[config.mk]
export PLATFORM = sky130hd
export DESIGN_NAME = shr_harness_driver
export DESIGN_NICKNAME = d
export VERILOG_FILES = /design/src/rtl/shr_harness_pkg.sv /design/src/rtl/shr_serdes_shift.sv /design/src/rtl/shr_harness_driver.sv
export SDC_FILE = /design/constraint.sdc
export NUM_CORES = 1
export LEC_CHECK = 0
export CORE_MARGIN = 2
export CORE_UTILIZATION = 51
export DETAILED_ROUTE_END_ITERATION = 16
export PLACE_DENSITY = 0.78
export SKIP_CTS_REPAIR_TIMING = 1
export SYNTH_ARGS = -nofsm -noshare
export SYNTH_HDL_FRONTEND = slang
export SYNTH_SLANG_ARGS = --single-unit
[constraint.sdc]
create_clock -name clk -period 2.05 [get_ports clk]
set_input_delay 0.41 -clock clk [delete_from_list [all_inputs] [get_ports clk]]
set_output_delay 0.41 -clock clk [all_outputs]
set_load 0.01 [all_outputs]
[src/rtl/shr_harness_pkg.sv]
// Shared types and constants for the shift-register harness driver.
package shr_harness_pkg;

    typedef enum logic [2:0] {
        IDLE,
        SHIFT,
        STROBE,
        CAPTURE,
        RESULT
    } state_t;

    localparam int DIN_N_DEF  = 8;
    localparam int DOUT_N_DEF = 8;

    // Edges from vector acceptance to the edge that completes the result word.
    function automatic int latency(input int din_n, input int dout_n);
        return din_n + dout_n + 1;
    endfunction

endpackage

[src/rtl/shr_serdes_shift.sv]
// Left-shifting register with parallel load; nxt_o exposes the top OUT_W bits of the next state.
module shr_serdes_shift #(
    parameter int W     = 8,
    parameter int OUT_W = W
) (
    input  logic             clk,
    input  logic             rst_n,
    input  logic             load_i,
    input  logic             shift_i,
    input  logic [W-1:0]     load_data_i,
    input  logic             ser_i,
    output logic [OUT_W-1:0] nxt_o
);

    logic [W-1:0] q_q;
    logic [W-1:0] q_d;
    logic [W-1:0] shifted;

    generate
        if (W == 1) begin : g_narrow
            assign shifted = ser_i;
        end else begin : g_wide
            assign shifted = {q_q[W-2:0], ser_i};
        end
    endgenerate

    always_comb begin
        q_d = q_q;
        if (load_i) begin
            q_d = load_data_i;
        end else if (shift_i) begin
            q_d = shifted;
        end
    end

    always_ff @(posedge clk or negedge rst_n) begin
        if (!rst_n) begin
            q_q <= '0;
        end else begin
            q_q <= q_d;
        end
    end

    // Looking at the next state lets the owner register outputs in the same edge as the shift.
    assign nxt_o = q_d[W-1 -: OUT_W];

endmodule

[src/rtl/shr_harness_driver.sv]
// Host-side initiator: serialises a stimulus vector into the shift-register harness,
// strobes it, and deserialises the returned word behind a valid/ready handshake.
module shr_harness_driver
    import shr_harness_pkg::*;
#(
    parameter int DIN_N  = DIN_N_DEF,
    parameter int DOUT_N = DOUT_N_DEF
) (
    input  logic              clk,
    input  logic              rst_n,
    input  logic              vec_valid,
    output logic              vec_ready,
    input  logic [DIN_N-1:0]  vec_data,
    output logic              res_valid,
    input  logic              res_ready,
    output logic [DOUT_N-1:0] res_data,
    output logic              di,
    output logic              stb,
    input  logic              dut_do,
    output logic              busy
);

    localparam int MAX_N = (DIN_N > DOUT_N) ? DIN_N : DOUT_N;
    localparam int CNT_W = (MAX_N > 1) ? $clog2(MAX_N) : 1;
    localparam logic [CNT_W-1:0] DIN_LAST  = CNT_W'(DIN_N - 1);
    localparam logic [CNT_W-1:0] DOUT_LAST = CNT_W'(DOUT_N - 1);

    state_t             state_q;
    logic [CNT_W-1:0]   cnt_q;
    logic               di_q;
    logic               stb_q;
    logic               vec_ready_q;
    logic               res_valid_q;
    logic               busy_q;
    logic [DOUT_N-1:0]  res_data_q;

    logic               accept;
    logic               stim_msb_nxt;
    logic [DOUT_N-1:0]  res_word_nxt;

    assign accept = (state_q == IDLE) && vec_valid && vec_ready_q;

    shr_serdes_shift #(
        .W     (DIN_N),
        .OUT_W (1)
    ) u_stim_piso (
        .clk         (clk),
        .rst_n       (rst_n),
        .load_i      (accept),
        .shift_i     (state_q == SHIFT),
        .load_data_i (vec_data),
        .ser_i       (1'b0),
        .nxt_o       (stim_msb_nxt)
    );

    shr_serdes_shift #(
        .W     (DOUT_N),
        .OUT_W (DOUT_N)
    ) u_res_sipo (
        .clk         (clk),
        .rst_n       (rst_n),
        .load_i      (1'b0),
        .shift_i     (state_q == CAPTURE),
        .load_data_i ('0),
        .ser_i       (dut_do),
        .nxt_o       (res_word_nxt)
    );

    always_ff @(posedge clk or negedge rst_n) begin
        if (!rst_n) begin
            state_q     <= IDLE;
            cnt_q       <= '0;
            di_q        <= 1'b0;
            stb_q       <= 1'b0;
            vec_ready_q <= 1'b1;
            res_valid_q <= 1'b0;
            busy_q      <= 1'b0;
            res_data_q  <= '0;
        end else begin
            case (state_q)
                IDLE: begin
                    if (accept) begin
                        state_q     <= SHIFT;
                        cnt_q       <= DIN_LAST;
                        di_q        <= stim_msb_nxt;
                        vec_ready_q <= 1'b0;
                        busy_q      <= 1'b1;
                    end
                end
                SHIFT: begin
                    if (cnt_q == '0) begin
                        state_q <= STROBE;
                        di_q    <= 1'b0;
                        stb_q   <= 1'b1;
                    end else begin
                        cnt_q <= cnt_q - CNT_W'(1);
                        di_q  <= stim_msb_nxt;
                    end
                end
                STROBE: begin
                    state_q <= CAPTURE;
                    stb_q   <= 1'b0;
                    cnt_q   <= DOUT_LAST;
                end
                CAPTURE: begin
                    // The last sample is folded in through the SIPO's next-state view.
                    if (cnt_q == '0) begin
                        state_q     <= RESULT;
                        res_data_q  <= res_word_nxt;
                        res_valid_q <= 1'b1;
                    end else begin
                        cnt_q <= cnt_q - CNT_W'(1);
                    end
                end
                RESULT: begin
                    if (res_ready) begin
                        state_q     <= IDLE;
                        res_valid_q <= 1'b0;
                        vec_ready_q <= 1'b1;
                        busy_q      <= 1'b0;
                    end
                end
                default: begin
                    state_q <= IDLE;
                end
            endcase
        end
    end

    assign vec_ready = vec_ready_q;
    assign res_valid = res_valid_q;
    assign res_data  = res_data_q;
    assign di        = di_q;
    assign stb       = stb_q;
    assign busy      = busy_q;

endmodule

# After elaboration in Yosys (flattened, before gate mapping)
# Cells that the tools add are included.
[classes] n_bitwise=0 addsub=1 n_reduce_logical=18 magnitude_cmp=0 n_mux=23 eq_ne=9 n_shift=0 mul=0 div_mod_pow=0
[ops] op="$mux W8" count=3
[ops] op="$mux W3" count=6
[ops] op="$pmux W3 S5" count=1
[ops] op="$ne A2 B2 Y1 const B" count=5
[ops] op="$pmux W1 S2" count=5
[ops] op="$reduce_bool A2 Y1" count=5
[ops] op="$pmux W3 S3" count=1
[ops] op="$reduce_and A3 Y1" count=3
[ops] op="$mux W1" count=7
[ops] op="$eq A3 B2 Y1 const B" count=2
[ops] op="$logic_not A3 Y1" count=2
[ops] op="$reduce_and A2 Y1" count=3
[ops] op="$reduce_and A4 Y1" count=1
[ops] op="$eq A3 B1 Y1 const B" count=1
[ops] op="$eq A3 B3 Y1 const B" count=1
[ops] op="$reduce_bool A3 Y1" count=1
[ops] op="$sub A3 B1 Y3 const B" count=1
[ops] op="$logic_and A1 B1 Y1" count=2
[ops] op="$reduce_or A2 Y1" count=1
[totals] mem_bits_ro=0 regBits=35 in_bits=13 latch_bits=0 mem_bits_rw=0 elab_cells=62 n_memories=0

# Longest topological paths before layout
[logic_depth] word_depth=6 mapped_depth=5 depth_no_buf=5

# Hierarchy
# From an unflattened synthesis, not the netlist that was laid out.
[unflattened] hier_cells=151 hier_area_um2=1740.4
[modules_own_cells] module="shr_harness_driver" n_inst=1 cells_per_inst=83 seq_area_each_um2=476.7 area_per_inst_um2=994.7
[modules_own_cells] module="shr_serdes_shift" n_inst=2 cells_per_inst=34 seq_area_each_um2=200.2 area_per_inst_um2=372.9

# Worst setup path after synthesis
# Ideal clock, no wire load.
[synth_path] kind="register to register" startpoint="register cnt_q[0]" endpoint="register res_data_q[0], in the netlist res_data[0]" synth_period_minus_slack_ns=1.447 setup_slack_ns=0.603 arrival_ns=1.322 stages_incl_launch_ff=6 cell_sequence="dfrtp_1 inv_1 ha_1 nand2b_1 nor2_8 mux2_2"
[synth_between] elab_chain_cells=2
[synth_lines] item="start: declaration" line="shr_harness_driver.sv:29" source="logic [CNT_W-1:0] cnt_q;"
[synth_lines] item="start signal: assignment" line="shr_harness_driver.sv:96" source="cnt_q <= cnt_q - CNT_W'(1);"
[synth_lines] item="start signal: assignment" line="shr_harness_driver.sv:112" source="cnt_q <= cnt_q - CNT_W'(1);"
[synth_lines] item="$logic_not A3 Y1" line="shr_harness_driver.sv:107" source="if (cnt_q == '0) begin"
[synth_lines] item="$reduce_and A2 Y1 (no line)"
[synth_lines] item="end signal: assignment" line="shr_harness_driver.sv:109" source="res_data_q <= res_word_nxt;"
[synth_lines] item="end: declaration" line="shr_harness_driver.sv:35" source="logic [DOUT_N-1:0] res_data_q;"
# Every way passes these cells.
# A chain may end at the register's enable or synchronous reset.

# Worst setup path after layout
[layout_path] startpoint="register vec_ready_q, in the netlist vec_ready" endpoint="output vec_ready"
[layout_lines] item="start: declaration" line="shr_harness_driver.sv:32" source="logic vec_ready_q;"
[layout_lines] item="start signal: assignment" line="shr_harness_driver.sv:75" source="vec_ready_q <= 1'b1;"
[layout_lines] item="start signal: assignment" line="shr_harness_driver.sv:86" source="vec_ready_q <= 1'b0;"
[layout_lines] item="start signal: assignment" line="shr_harness_driver.sv:119" source="vec_ready_q <= 1'b1;"
[layout_lines] item="end: declaration" line="shr_harness_driver.sv:12" source="output logic vec_ready,"
# No word-level cell between the ends.

==> results.ini <==
[placement]
place_inst=169
globalplace.congestion=0.761
port_buffers=25
dp_hpwl_um=1830

[logic_synthesis]
ys_seq_area_share_pct=56.0
syn_area_per_cell_um2=13.0
synth_cells=114
ys_types=36
synth_top_cell_by_area=dfrtp_1
synth_simple_gate_area_share_pct=12.5
synthMuxAreaShare_pct=12.9
synth_top_family_by_area=multiplexers
yosys.area_share.xor_xnor_pct=0.593
synthFlopType=dfrtp_1
synthesis.nets=129
ys_async_sr_fraction_pct=100
synthAdderAreaFrac_pct=1.69
netlist_area_mm2=0.00148
yosys_warnings=0
synth_area_leaders=dfrtp_1 (54%), mux2_2 (12%), a221o_1 (4.1%), and2_1 (3.0%), dfstp_2 (1.8%)
synth-edff-count=0
ys_seq_elements=33
synth_top_area_share_pct=54.2
synth_compound_area_share_pct=12.8

[critical_path]
path_buf_inv=1
rrSetupSlack_ns=0.43
cp-end-kind=primary output
cp_max_fo=6
worstSetupPathType=flop to primary output
path_delay_family=flip-flops
path_cells=clkdlybuf4s50_1
critPathLaunchType=flop
slowest_stage=dfstp_2
max_stage_delay_ns=0.59
crit_required_ns=1.64
cp.arrival_ns=1.46

[power]
ir_worst_vdd_mv=0.583
p_per_area_mw_per_mm2=573
leakagePower_nw=0.872

[global_routing]
grt_max_degree=34
grtUsageTotal_pct=18.9
grt_pass1_vias=982
grt_pass1_wl_um=4600
antenna_found_initial=0
overflow=0

[die]
die_w_um=57.8
io_pins=26
die_height_um=57.8
rows=19
dieArea_mm2=0.00334
initial_core_util_pct=53.5
coreArea_mm2=0.00276

[route]
drt_iter0_drc=25
vias=961
drtAntennaViolNets=0
routedWlPerCell_um=14.8
dr.pass1.iters=4
vias_per_cell=5.43
wl_um=2620
drc_errors=0

[clock_network]
cts_sinks=33
cts_root_buf=clkbuf_4
clk_pin_slew_ns=0.10
clkLatencyLatePin_ns=0.33
cts_tree=yes
cts_max_level=2
numCtsBuffers=5
cts_buffer_depth=2

[sta]
tns_ns=0
finalSetupViolCount=0
fin_crit_sh_pct=91.4
clock-skew-final_ns=0.0102
max_slew.worst_pin.slew_ns=0.466
drv_slew=0
finalHoldViolations=0
finalCriticalPeriod_ns=1.87
relSlewSlack_pct=68.7
clock.fmax_mhz=534
rsz0062_at_grt=no

[final_layout]
layout-area-overhead-vs-synth_pct=22.3
final_cells=177
fill_cells=225
antenna_cells=0
drive_above_1_share_pct=20.5
nNetsFinal=160

[job]
drv_cap=0

[run_status]
outcome=finished clean

[hold_path]
hp-class=primary input to asynchronous set/reset pin

through the flow:
stage               hold WS (ns)  worst slack, ns  util, %  power (mW)  cell area (um^2)
finish                     0.472            0.176     65.5        1.03              1810
global route               0.489           0.0913     65.5        1.09              1810
CTS                        0.468            0.147     65.5        1.05              1810
detailed placement         0.482            0.229     63.6       0.708              1750
global placement           0.474            0.293     63.6       0.708              1750
floorplan                  0.114            0.603        -       0.668              1480
cells in the mapped netlist, types with 3 or more instances:
library cell	count
and2_1	7
nand2_1	5
a21oi_1	3
inv_1	7
dfrtp_1	32
a221o_1	6
mux2_2	16
layer usage:
metal | wire length, um | global-route usage, % | vias to the layer above
met1 | 1230 | 24.6 | 467
li1 | - | - | 468
met3 | 164 | 9.38 | 2
met4 | 12 | 6.98 | 0
met5 | 0 | 0 | -
met2 | 1210 | 27.3 | 24
logic make-up (layout without fill, tap and decap cells):
| logic type | after synthesis | in the layout |
|---|---|---|
| AO/OA/AOI/OAI | 24 | 24 |
| AND/OR/NAND/NOR | 27 | 27 |
| XOR/XNOR | 1 | 1 |
| flip-flops | 33 | 33 |
| adder cells (fa/ha/maj) | 2 | 2 |
| multiplexers | 17 | 17 |
| buffers and inverters | 10 | 42 |
sequential cells by signal, summed over array words and instances, names as in the netlist:
signal	count
u_stim_piso.q_q	7
res_valid	1
di	1
busy	1
res_data	8
vec_ready	1
state_q	3
u_res_sipo.q_q	7
cnt_q	3
stb	1
area by class of cell:
type | count | area, um^2 | share of cell area (%)
Sequential cell | 33 | 827 | 45.8
Timing Repair Buffer | 27 | 265 | 14.7
Tap cell | 31 | 38.8 | 2.15
Clock buffer | 6 | 41.3 | 2.29
Clock inverter | 2 | 10.0 | 0.554
Multi-Input combinational cell | 71 | 597 | 33.1
Inverter | 7 | 26.3 | 1.46
path summary, 6_finish.rpt:
kind                       startpoint           to  cells after the start
setup reg to reg           state_q[2]  res_data[7]                      3
max in group asynchronous       rst_n    vec_ready                      2
min in group clk             cnt_q[0]     cnt_q[0]                      1
hold reg to reg              cnt_q[0]     cnt_q[0]                      1
setup / recovery            vec_ready    vec_ready                      1
hold / removal                  rst_n          stb                      2
report_power, final:
part	switching, mW	internal (mW)	total, mW
Clock	0.210	0.130	0.340
Sequential	0.000598	0.652	0.652
Combinational	0.0190	0.0233	0.0423
Total	0.229	0.805	1.03
cell usage in the layout, fill, tap and decap left out, drive strengths merged, types with 2 or more instances in the layout:
| cell | Yosys | layout |
|---|---|---|
| and2 | 7 | 7 |
| buf | 2 | 2 |
| clkbuf | 1 | 6 |
| a22o | 2 | 2 |
| o21ai | 3 | 3 |
| a221o | 6 | 6 |
| nor2b | 2 | 2 |
| ha | 2 | 2 |
| dfrtp | 32 | 32 |
| nor2 | 5 | 5 |
| clkdlybuf4s50 | 0 | 25 |
| mux2 | 16 | 16 |
| a21oi | 3 | 3 |
| nand2 | 5 | 5 |
| clkinv | 0 | 2 |
| nand3b | 2 | 2 |
| nand2b | 2 | 2 |
| o21a | 2 | 2 |
| inv | 7 | 7 |
No activity file was read; power rests on OpenSTA's default activity.
